[src/rtl/spectrum_peak_matrix.sv]
// rtl/spectrum_peak_matrix.sv - 8x8 LED bar-graph driver with per-band peak hold and tear-free frame snapshot
//
// Ports:
//   clk                 system clock, single domain
//   rst                 synchronous active-high reset
//   spectrum_data_flat  eight 8-bit band levels, band b at [8b+7:8b]
//   data_valid          one-cycle strobe marking spectrum_data_flat as new
//   row_n               active-low one-hot row select, row 0 = bottom
//   col_n               active-low column data, column b = band b
//   peak_flat           registered peak height per band, band b at [4b+3:4b]
//   frame_start         one-cycle pulse on the output cycle of row 0, dwell 0
module spectrum_peak_matrix #(
    parameter int SCAN_DIV   = 6250,
    parameter int TICK_DIV   = 2500000,
    parameter int HOLD_TICKS = 10
) (
    input  logic        clk,
    input  logic        rst,
    input  logic [63:0] spectrum_data_flat,
    input  logic        data_valid,
    output logic [7:0]  row_n,
    output logic [7:0]  col_n,
    output logic [31:0] peak_flat,
    output logic        frame_start
);

    localparam int DW = (SCAN_DIV > 1) ? $clog2(SCAN_DIV) : 1;
    localparam int TW = (TICK_DIV > 1) ? $clog2(TICK_DIV) : 1;
    localparam logic [DW-1:0] DWELL_LAST = DW'(SCAN_DIV - 1);
    localparam logic [TW-1:0] TICK_LAST  = TW'(TICK_DIV - 1);
    localparam logic [3:0]    HOLD_INIT  = 4'(HOLD_TICKS);

    logic [DW-1:0]     dwell;
    logic [2:0]        row;
    logic [TW-1:0]     tick_cnt;
    logic [7:0][3:0]   height;
    logic [7:0][3:0]   peak;
    logic [7:0][3:0]   hold;
    logic [7:0][3:0]   shadow_height;
    logic [7:0][3:0]   shadow_peak;
    logic [7:0][3:0]   level_h;
    logic [7:0]        lit;
    logic              tick;
    logic              dwell_wrap;
    logic              frame_entry;

    assign tick        = (tick_cnt == TICK_LAST);
    assign dwell_wrap  = (dwell == DWELL_LAST);
    assign frame_entry = (dwell == '0) && (row == 3'd0);

    // Quantiser and per-column lit decision for the row currently scanned.
    always_comb begin
        level_h = '0;
        lit     = '0;
        for (int b = 0; b < 8; b++) begin
            if (spectrum_data_flat[8*b +: 8] == 8'd0) begin
                level_h[b] = 4'd0;
            end else begin
                level_h[b] = {1'b0, spectrum_data_flat[8*b+5 +: 3]} + 4'd1;
            end
            lit[b] = (shadow_height[b] > {1'b0, row}) ||
                     ((shadow_peak[b] != 4'd0) && (shadow_peak[b] == {1'b0, row} + 4'd1));
        end
    end

    always_ff @(posedge clk) begin
        if (rst) begin
            dwell         <= '0;
            row           <= 3'd0;
            tick_cnt      <= '0;
            height        <= '0;
            peak          <= '0;
            hold          <= '0;
            shadow_height <= '0;
            shadow_peak   <= '0;
            row_n         <= 8'hFF;
            col_n         <= 8'hFF;
            peak_flat     <= '0;
            frame_start   <= 1'b0;
        end else begin
            tick_cnt <= tick ? '0 : tick_cnt + 1'b1;

            dwell <= dwell_wrap ? '0 : dwell + 1'b1;
            if (dwell_wrap) begin
                row <= row + 3'd1;
            end

            if (data_valid) begin
                height <= level_h;
            end

            // A new peak (or equal) reloads hold and masks the tick for that band.
            for (int b = 0; b < 8; b++) begin
                if (data_valid && (level_h[b] >= peak[b])) begin
                    peak[b] <= level_h[b];
                    hold[b] <= HOLD_INIT;
                end else if (tick) begin
                    if (hold[b] != 4'd0) begin
                        hold[b] <= hold[b] - 4'd1;
                    end else if (peak[b] != 4'd0) begin
                        peak[b] <= peak[b] - 4'd1;
                    end
                end
            end

            peak_flat <= peak;

            // Snapshot uses pre-update values, so a coincident data_valid lands next frame.
            if (frame_entry) begin
                shadow_height <= height;
                shadow_peak   <= peak;
            end

            frame_start <= frame_entry;
            if (dwell == '0) begin
                row_n <= 8'hFF;
                col_n <= 8'hFF;
            end else begin
                row_n <= ~(8'd1 << row);
                col_n <= ~lit;
            end
        end
    end

endmodule

[config.mk]
export PLATFORM = sky130hd
export DESIGN_NAME = spectrum_peak_matrix
export DESIGN_NICKNAME = d
export VERILOG_FILES = /design/src/rtl/spectrum_peak_matrix.sv
export SDC_FILE = /design/constraint.sdc
export NUM_CORES = 1
export LEC_CHECK = 0
export BUFFER_PORTS_ARGS = -buffer_cell sky130_fd_sc_hd__buf_2
export CORE_UTILIZATION = 51
export DETAILED_ROUTE_END_ITERATION = 8
export GPL_TIMING_DRIVEN = 0
export MAX_ROUTING_LAYER = met4
export PLACE_DENSITY = 0.73
export REMOVE_ABC_BUFFERS = 1
export SLEW_MARGIN = 20
export SYNTH_ARGS = -nofsm -noshare
export SYNTH_HDL_FRONTEND = slang
export SYNTH_SLANG_ARGS = --single-unit
[constraint.sdc]
create_clock -name clk -period 7.55 [get_ports clk]
set_input_delay 1.51 -clock clk [delete_from_list [all_inputs] [get_ports clk]]
set_output_delay 1.51 -clock clk [all_outputs]
set_load 0.01 [all_outputs]
==> metrics <==
Synth top cells by count=dfxtp_1 (247), nand2_1 (158), nor2_1 (150), a21oi_1 (107), ha_1 (104); RD Place Congestion=0.8453; register bit total from synthesis=247; routed len/inst=14.99 µm; Crit. End Element=flip-flop; Netlist Area Pre-Place=12140 µm²; final net count=1660; startpoint types=primary input; critical path arrival=4.23 ns; Starting Density=51.86%; DRC=0; delay of the slowest cell on the worst path=0.84 ns; Crit path required time=7.99 ns; CP max FO=8; Final Hold Viols=0; EDFF count, synth=0; DRT Wirelength=27410 µm; number of distinct library cells after synthesis=54; Synth Flop Type=dfxtp_1; Worst Tran Pin Value=1.045 ns; total power=3.434 mW; cell with the most instances after synthesis=dfxtp_1; outcome=finished clean; TNS Setup=0 ns; area delta synth->final=14.63%; CTS tree=done; min Tclk post-route=3.793 ns; Die X=156.3 µm; antenna diode count=0; post-DP HPWL=18250 µm; final setup violation count=0; Routed Antenna Nets=0; first-pass GRT wire length=44870 µm; Worst Path Buf+Inv=1; core area=23400 µm²; GRT Resource Usage Total=23.08%; Post-Route Skew=0.01165 ns; port bufs=115; largest area contributor in the netlist=dfxtp_1; die area=24420 µm²; Worst Hold Class=reg -> reg; CP most frequent cell=nor2_1; post-synth top area share=40.75%; Critical Path Slowest Stage Cell=o31ai_1; YS warnings=0; cell count after synthesis=1403; fin crit share=50.24%; initial antenna violation count=0; clock root buffer=clkbuf_16; CP delay by family, top=compound AO/OA/AOI/OAI gates; Leak=5.513 nW; die height=156.3 µm; type of the worst setup path=in -> reg; vias per inst=5.495; CP cell instances=buf_2, nor4_1, a21boi_0, ha_1, o21ai_0, nor2_1, o31ai_1, nor2_1, a211oi_1; max cap viols=0; maximum root-to-sink buffer count=3; Fin Hold WS=0.4430 ns; drt initial violations=519; Rel. slew slack=29.73%; mean post-synth cell area=8.650 µm²; vias in the first global route=9485; layout cells sized above 1=11.60%; Setup Buffers After CTS=0; Max VDD drop=0.0001047 V; FP Rows=56; Fmax achieved=263.7 MHz; sequential area share after synthesis=40.75%; post-CTS sizing=0; latest clock arrival within the worst-skew pair=0.53 ns; Vias=10050; Final Max Slew Viols=0; largest net degree at the start of global routing=105; Sink Count=247; total gr overflow=0; RSZ-0062 raised after global routing=no; Async SR Flop Fraction=0%; CTS buffer count=26; drt pass-1 iters=5; Clk pin slew, worst setup/hold paths=0.06 ns; H-tree depth=1; largest cells by area after synthesis=dfxtp_1 (41%), ha_1 (11%), nand2_1 (4.9%), xnor2_1 (4.7%), nor2_1 (4.6%); pwr/cell area=246.9 nW/µm²; # IOs=116; CTS Hold Buffers Added=0
==> path summary, 6_finish.rpt <==
kind / start / to / slack (ns) / cells past startpoint
worst max-delay path: spectrum_data_flat[37] / peak[18] / 3.76 / 9
worst min-delay path: shadow_height[7] / col_n[1] / 0.44 / 1
worst max register to register: row[2] / col_n[4] / 4.72 / 6
worst min register to register: shadow_height[7] / col_n[1] / 0.44 / 1
==> layer usage <==
metal	vias up	global-route usage, %	wire length, µm
li1	5063	-	-
met1	4731	28.26	12550
met2	205	39.54	13130
met3	46	3.212	1205
met4	0	6.536	514
met5	-	-	0
==> layout by cell type (no fill, tap or decap), types with 4 or more instances in the layout <==
master,Yosys,routed
dfxtp_1,247,246
nand2_1,158,158
nor2_1,150,149
buf_2,8,113
a21oi_1,107,107
ha_1,104,104
inv_1,86,86
xnor2_1,65,65
nor3_1,45,45
mux2i_1,41,41
nand3_1,34,34
o21ai_0,32,32
clkbuf_16,0,27
nor4_1,25,25
xor2_1,25,25
a211oi_1,21,21
nor3b_1,19,19
a31oi_1,18,18
o31a_1,13,13
o31ai_1,13,13
and3_1,12,12
or3_1,12,12
or4_1,10,10
a21o_1,10,10
a311oi_1,10,10
a21boi_0,9,9
nand4_1,9,9
a2111oi_0,8,8
nand2b_1,7,7
nor4b_1,6,6
o211ai_1,6,6
bufinv_16,0,6
o21a_1,5,5
clkbuf_1,42,5
buf_8,0,5
clkbuf_8,0,4
==> state kept, by name, indices dropped and copies added, names as in the netlist, 8 cells and up <==
signal and cells:
col_n 8, peak_flat 32, height 32, hold 32
shadow_height 32, dwell 13, shadow_peak 32, row_n 8
tick_cnt 22, peak 32
==> area by class of cell <==
cell class                 count  area, µm²
clock inverter                12      221.5
clock buffer                  36      749.5
sequential                   247       4946
tap                          319      399.1
fill                        2116       9492
inverter                      86      322.8
multi-input combinational   1006       6574
timing repair buffer         122      698.2
==> per-stage QoR <==
| step | instances | util, % | instance area (µm²) | worst slack, ns |
|---|---|---|---|---|
| floorplan | 1339 | - | 11830 | 3.965 |
| global placement | 1773 | 54.71 | 12800 | 1.560 |
| detailed placement | 1780 | 55.29 | 12940 | 3.264 |
| CTS | 1828 | 59.44 | 13910 | 3.799 |
| global route | 1828 | 59.44 | 13910 | 3.539 |
| finish | 1828 | 59.44 | 13910 | 3.757 |
==> cell families (layout without fill, tap and decap cells) <==
| family | Yosys count | in the layout | synth area share (%) |
|---|---|---|---|
| AND/OR/NAND/NOR | 506 | 506 | 19.63 |
| AO/OA/AOI/OAI | 265 | 265 | 13.84 |
| flip-flops | 247 | 247 | 40.75 |
| buffers and inverters | 150 | 256 | 5.186 |
| adder cells (fa/ha/maj) | 104 | 104 | 10.72 |
| XOR/XNOR | 90 | 90 | 6.496 |
| multiplexers | 41 | 41 | 3.382 |
==> report_power, final <==
group,switching [mW],internal (mW),total (mW)
clock,0.534,0.899,1.43
sequential,0.0673,1.39,1.46
combinational,0.314,0.226,0.540
total,0.916,2.52,3.43
Note: power is estimated with default switching activity, not from simulation.
